### config.mk
export PLATFORM = sky130hd
export DESIGN_NAME = gb_oam_dma_arbiter
export DESIGN_NICKNAME = d
export VERILOG_FILES = /design/src/rtl/gb_oam_dma_arbiter.sv
export SDC_FILE = /design/constraint.sdc
export NUM_CORES = 1
export LEC_CHECK = 0
export ABC_AREA = 1
export BUFFER_PORTS_ARGS = -buffer_cell sky130_fd_sc_hd__buf_4
export CORE_UTILIZATION = 30
export CTS_CLUSTER_SIZE = 20
export DETAILED_ROUTE_END_ITERATION = 12
export PLACE_DENSITY_LB_ADDON = 0.2
export REMOVE_ABC_BUFFERS = 1
export SLEW_MARGIN = 20
export SYNTH_ARGS = -nofsm -noshare
export SYNTH_HDL_FRONTEND = slang
export SYNTH_SLANG_ARGS = --single-unit
### constraint.sdc
create_clock -name clk -period 3 [get_ports clk]
set_clock_uncertainty 0.15 [all_clocks]
set_input_delay 0.6 -clock clk [delete_from_list [all_inputs] [get_ports clk]]
set_output_delay 0.6 -clock clk [all_outputs]
set_load 0.01 [all_outputs]
### src/rtl/gb_oam_dma_arbiter.sv
// gb_oam_dma_arbiter: owns the memory bus, passes CPU traffic through and runs OAM DMA from FF46.
// Define GB_DMA_BUS_CONFLICT_EN to return the in-flight DMA byte on blocked CPU reads instead of FF.
module gb_oam_dma_arbiter #(
  parameter int LEN = 160,
  parameter int START_DELAY = 1
) (
  input  logic        clk,
  input  logic        reset,
  input  logic [15:0] cpu_addr_i,
  input  logic [7:0]  cpu_data_i,
  input  logic        cpu_we_i,
  output logic [7:0]  cpu_data_o,
  output logic [15:0] bus_addr_o,
  output logic [7:0]  bus_data_o,
  output logic        bus_we_o,
  input  logic [7:0]  bus_data_i,
  output logic        dma_active_o,
  output logic        dma_done_o
);
  typedef enum logic [1:0] {IDLE, DELAY, READ, WRITE} state_t;
  localparam logic [7:0] LAST = 8'(LEN - 1);
  localparam logic [2:0] DLY = 3'(START_DELAY);
  localparam state_t START = (START_DELAY == 0) ? READ : DELAY;
  state_t state_q, state_d;
  logic [7:0] idx_q, idx_d, ff46_q, ff46_d, latch_q, latch_d, src_hi, cflt;
  logic [2:0] cnt_q, cnt_d;
  logic done_q, done_d, is_ff46, cpu_pri, ff46_wr, busy, final_wr;
  always_comb begin
    is_ff46 = cpu_addr_i == 16'hFF46;
    cpu_pri = is_ff46 || (cpu_addr_i >= 16'hFF80 && cpu_addr_i != 16'hFFFF);
    ff46_wr = is_ff46 && cpu_we_i;
    busy = state_q == READ || state_q == WRITE;
    final_wr = state_q == WRITE && idx_q == LAST && ff46_wr;
    src_hi = ff46_q > 8'hDF ? ff46_q - 8'h20 : ff46_q;
`ifdef GB_DMA_BUS_CONFLICT_EN
    cflt = state_q == READ ? bus_data_i : latch_q;
`else
    cflt = 8'hFF;
`endif
  end
  always_comb begin
    ff46_d = ff46_wr ? cpu_data_i : ff46_q;
    state_d = state_q;
    idx_d = idx_q;
    cnt_d = cnt_q;
    latch_d = latch_q;
    done_d = 1'b0;
    bus_addr_o = cpu_addr_i;
    bus_data_o = cpu_data_i;
    bus_we_o = cpu_we_i;
    cpu_data_o = is_ff46 ? ff46_q : bus_data_i;
    // an FF46 write landing on the final byte lets that byte reach OAM; only the register sees the CPU write
    if (busy && (!cpu_pri || final_wr)) begin
      bus_addr_o = state_q == READ ? {src_hi, idx_q} : 16'hFE00 + {8'h00, idx_q};
      bus_data_o = latch_q;
      bus_we_o = state_q == WRITE;
      cpu_data_o = cpu_pri ? cpu_data_o : cflt;
    end
    if (ff46_wr) begin
      state_d = START;
      cnt_d = DLY;
      idx_d = 8'h00;
    end else if (state_q == DELAY) begin
      cnt_d = cnt_q - 3'd1;
      state_d = cnt_q == 3'd1 ? READ : DELAY;
    end else if (busy && !cpu_pri) begin
      if (state_q == READ) begin
        latch_d = bus_data_i;
        state_d = WRITE;
      end else if (idx_q == LAST) begin
        state_d = IDLE;
        done_d = 1'b1;
      end else begin
        idx_d = idx_q + 8'd1;
        state_d = READ;
      end
    end
  end
  always_ff @(posedge clk or negedge reset) begin
    if (!reset) begin
      state_q <= IDLE;
      idx_q <= 8'h00;
      cnt_q <= 3'd0;
      ff46_q <= 8'h00;
      latch_q <= 8'h00;
      done_q <= 1'b0;
    end else begin
      state_q <= state_d;
      idx_q <= idx_d;
      cnt_q <= cnt_d;
      ff46_q <= ff46_d;
      latch_q <= latch_d;
      done_q <= done_d;
    end
  end
  assign dma_active_o = state_q != IDLE;
  assign dma_done_o = done_q;
endmodule

Word level (Yosys, flattened, before mapping)
Cells that the tools add are included.
{"block": "word_totals", "input_bits": 35, "out_inout_bits": 35, "register_bits": 30}
{"block": "op_classes", "eq_ne": 10, "mux": 26, "add_sub_neg": 4, "magnitude_cmp": 2, "bitwise_logic": 2, "reduce_logical": 16}
{"operator": "8-bit two-way mux", "n": 10}
{"operator": "16-bit two-way mux", "n": 2}
{"operator": "16-bit equality test (second input constant)", "n": 1}
{"operator": "16-bit >= comparator (second input constant)", "n": 1}
{"operator": "16-bit != test (second input constant)", "n": 1}
{"operator": "2-bit two-way mux", "n": 6}
{"operator": "10-bit by 9-bit adder with 11-bit output (first input constant)", "n": 1}
{"operator": "8-bit by 1-bit adder with 8-bit output (second input constant)", "n": 1}
{"operator": "8-bit equality test (second input constant)", "n": 1}
{"operator": "8-bit greater-than comparator (second input constant)", "n": 1}
{"operator": "4-bit AND reduction", "n": 2}
{"operator": "8-bit by 6-bit subtractor with 8-bit output (second input constant)", "n": 1}
{"operator": "1-bit logical AND", "n": 6}
{"operator": "1-bit two-way mux", "n": 6}
{"operator": "3-bit two-way mux", "n": 2}
{"operator": "2-bit != test (second input constant)", "n": 3}
{"operator": "2-bit nonzero test", "n": 3}
{"operator": "2-bit equality test (second input constant)", "n": 2}
{"operator": "3-bit by 1-bit equality test with 1-bit output (second input constant)", "n": 1}
{"operator": "1-bit logical OR", "n": 3}
{"operator": "3-bit nonzero test", "n": 1}
{"operator": "3-bit by 1-bit subtractor with 3-bit output (second input constant)", "n": 1}
{"operator": "2-bit by 1-bit equality test with 1-bit output (second input constant)", "n": 1}
{"operator": "1-bit NOT", "n": 2}
{"operator": "1-bit zero test", "n": 1}

Longest topological paths before layout
{"block": "logic_depth", "ltp_word": 8, "depth_mapped": 11}

Worst setup path after synthesis
Ideal clock, no wire load.
{"block": "synth_timing", "kind": "input port to output port", "from": "input cpu_addr_i[8]", "to": "output bus_addr_o[7]", "required_ns": 2.250, "slack_ns": 0.671, "n_path_buf": 1, "stages": 9, "arrival_ns": 1.579, "cell_sequence": "nand2_1 > nor2_1 > nand2_1 > inv_1 > nand2_2 > nand3_4 > buf_2 > nand3_1 > nand2_1"}
{"block": "synth_via", "elab_chain_cells": 7, "elab_cells_between_ends": 11, "classes_between": "1 x order compare; 2 x eq/ne; 1 x mux; 7 x reduce/logical"}
{"element": "from (decl)", "line_no": "9", "text": "input logic [15:0] cpu_addr_i,"}
{"element": "16-bit >= comparator / 16-bit != test (equally long branches)", "line_no": "30", "text": "cpu_pri = is_ff46 || (cpu_addr_i >= 16'hFF80 && cpu_addr_i != 16'hFFFF);"}
{"element": "1-bit logical AND", "line_no": "30"}
{"element": "1-bit logical OR", "line_no": "30"}
{"element": "1-bit zero test", "line_no": "53", "text": "if (busy && (!cpu_pri || final_wr)) begin"}
{"element": "1-bit logical OR *", "line_no": "53"}
{"element": "1-bit logical AND *", "line_no": "53"}
{"element": "16-bit two-way mux *", "line_no": "53"}
{"element": "to (decl)", "line_no": "13", "text": "output logic [15:0] bus_addr_o,"}
Mark *: on every way between the ends. The rest lies on a longest branch, timed or not.

Final worst setup path
{"block": "layout_timing", "from": "register idx_q[1]", "to": "output bus_addr_o[8]"}
{"block": "layout_via", "elab_chain_cells": 6, "elab_cells_between_ends": 8, "classes_between": "1 x add/sub; 1 x eq/ne; 2 x mux; 4 x reduce/logical"}
{"element": "from (decl)", "line_no": "25", "text": "logic [7:0] idx_q, idx_d, ff46_q, ff46_d, latch_q, latch_d, src_hi, cflt;"}
{"element": "from (signal assigned)", "line_no": "89", "text": "idx_q <= idx_d;"}
{"element": "branches (longest 5 deep; another with 10-bit by 9-bit adder with 11-bit output)"}
{"element": "16-bit two-way mux *", "line_no": "53"}
Every way passes the cells marked *.

==> impl_results.md <==
* Max VDD drop at 421 µV
* Share of layout cells above drive strength 1 at 23.9%
* Endpoint class of the critical path: primary output
* Arrival time at the worst endpoint at 2.12 ns
* Initial Util at 31.5%
* CP Class: register to primary output
* Dpl ws at 0.182 ns
* Largest net degree at the start of global routing at 31
* CTS sink cnt at 30
* Max FO, Critical Path at 11
* Layout area overhead at 33.9%
* Port-buffer cells at 69
* Gate Count Post-Synth at 332
* Slowest CP cell: dfrtp_1
* Total Routing Usage GR at 17.6%
* Diodes inserted at 0
* TritonCTS clock tree: yes
* Clk pwr share at 15.7%
* Routed Wire Length at 6.32 mm
* Routability cong. at 0.790
* Switching share of power at 43.0%
* Routed wire per std cell at 12.6 µm
* Worst relative slew slack at 66.4%
* Sum Neg Setup Slack at 0 ns
* Worst-path clk slew at 0.07 ns
* Slew Viols, Final at 0
* Final setup fails at 0
* Worst hold path class: input port to asynchronous set/reset pin
* Max-cap viol count at 0
* Clock Latency Late Sink at 0.28 ns
* Max Buffers Root-to-Sink at 2
* Initial antenna violation count at 0
* Most frequent cells in the layout: nand2_1 (140), buf_4 (79), nand3_1 (50), inv_1 (33), dfrtp_1 (30)
* DR vias at 2379
* DIE WIDTH at 87.1 µm
* Max incr delay on CP at 0.40 ns
* Antenna viol nets, final at 0
* # rows at 30
* Max Fclk at 349 MHz
* Power density cells at 744 nW/µm²
* Least-Margin Pin Slew at 0.501 ns
* Leak at 1.62 nW
* Hold Buf Count CTS at 0
* GR Util met3 at 3.03%
* Root buf cell: clkbuf_8
* GRT busiest layer: met2
* WP data required at 2.25 ns
* DRC viols at 0
* Worst Path Buf+Inv at 2
* Syn_area_per_cell at 6.55 µm²
* Yosys cell types at 23
* Gate power share at 55.9%
* PnR worst setup slack at 0.131 ns
* Final core occ at 42.2%
* Final period util at 95.6%
* DRT Pass-1 Iters at 5
* Crit path cell chain: ha_1 -> nand2_1 -> nor2_4 -> nand2_2 -> nor2_2 -> nand3_4 -> buf_4 -> nand3_1 -> nand2_1 -> buf_4
* Most common cell after layout, fill and taps aside: nand2_1
* Final Hold Viols at 0
* Vias in the first global route at 2243
* Via density at 4.74
* Synthesized cell area at 2170 µm²
* CTS HTree Levels at 2
* DIE HEIGHT at 87.1 µm
* Register bit total from synthesis at 30
* Routing usage on met2 at 28.8%
* Die area at 7590 µm²
* Global-route wire length before repair at 10.4 mm
* Core Region at 6910 µm²
* Int Power at 0.00124 W
* Yosys warns at 0
* Fin nets at 444
* Net load switching power at 0.000933 W
* Design Power at 0.00217 W
* Crit path time final at 2.87 ns
* Final std cells w/o fill at 502
* Sequential Power Share at 28.4%
* DP Wirelength at 4.66 mm
* Sequential cell area fraction in the yosys report at 34.5%
* Outcome: complete, no violations
* Cell family with most CP delay: simple AND/OR/NAND/NOR gates
* Total placed cells including tap cells at 493
* GR met1 Demand/Resource at 23.8%
* Grt ovf at 0
* Fillcell total at 794
* Initial DRC count at 136
* IO Pins at 70
* Num CTS Buffers at 5
* CP startpoint kind: register
==> stage by stage <==
| step | hold slack [ns] | cell area, µm² |
|---|---|---|
| after floorplan | 0.154 | 2100 |
| after global placement | 0.305 | 2810 |
| after detailed placement | 0.313 | 2810 |
| after CTS | 0.112 | 2900 |
| after global routing | 0.131 | 2910 |
| final | 0.105 | 2910 |
==> routing by layer <==
layer	routed length, µm	share of wire [%]
met3	272	4.3
met5	0	0
met1	3100	49
met4	88	1.4
met2	2860	45
==> cell families (layout without fill, tap and decap cells) <==
logic type | after synthesis | in the layout | share of synthesized area (%)
buffers and inverters | 48 | 122 | 9.49
AOI/OAI and AO/OA | 21 | 21 | 6.04
and+or+nand+nor | 223 | 223 | 45.2
xor gates and xnor gates | 6 | 6 | 2.42
adders and majority gates | 4 | 4 | 2.30
DFF | 30 | 30 | 34.5
==> sequential cells by signal, summed over array words and instances, names as in the netlist <==
name / cells
ff46_q: 8
idx_q: 8
latch_q: 8
cnt_q: 3
state_q: 2
dma_done_o: 1
==> what timing repair did <==
item	CTS	global route
endpoints found under the setup margin	0	24
resized for setup	0	1
setup buffers	0	1
==> area by class of cell <==
class,count,area [µm²],area share [%]
Clock inverter,1,5.00,0.172
Multi-Input combinational cell,254,1230,42.1
Sequential cell,30,751,25.8
Inverter,35,131,4.51
Timing Repair Buffer,79,593,20.4
Clock buffer,7,86.3,2.96
Tap cell,96,120,4.12
==> cell usage after synthesis <==
cell type    n  share of area [%]
o21ai_0     10                2.3
nor2_1      13                2.2
nand3_4      2                1.6
inv_1       33                5.7
nor2_4       1               0.52
nand2_4      1               0.52
dfrtp_1     30                 35
ha_1         4                2.3
nand3b_1     1               0.35
xor2_1       6                2.4
nor4_1       1               0.29
buf_6        2                1.0
nand3_1     50                 12
o211ai_1     9                3.1
nor2_2       4                1.2
nand2_2      2               0.58
a21oi_1      1               0.23
nand4_1      8                2.3
clkinv_1     2               0.35
clkbuf_1     2               0.35
buf_2        9                2.1
a21oi_2      1               0.40
nand2_1    140                 24
==> final timing paths <==
| kind | slack [ns] | cells after the start | startpoint | endpoint |
|---|---|---|---|---|
| max in group asynchronous | 2.30 | 1 | reset | ff46_q[6] |
| worst max-delay path | 0.13 | 10 | idx_q[1] | bus_addr_o[8] |
| worst min-delay path | 0.10 | 1 | reset | idx_q[7] |
| worst min register to register | 0.33 | 2 | latch_q[7] | latch_q[7] |
| min in group clk | 0.33 | 2 | latch_q[7] | latch_q[7] |
| worst max register to register | 0.86 | 7 | idx_q[0] | idx_q[5] |
==> power by group through the flow <==
stage	clock (W)	sequential, W	combinational [W]
after detailed placement	0	0.000626	0.00120
after global placement	0	0.000623	0.00119
after floorplan	0	0.000598	0.000683
final	0.000340	0.000616	0.00121
after CTS	0.000352	0.000619	0.00121
after global routing	0.000364	0.000634	0.00137
No activity file was read; power rests on OpenSTA's default activity.
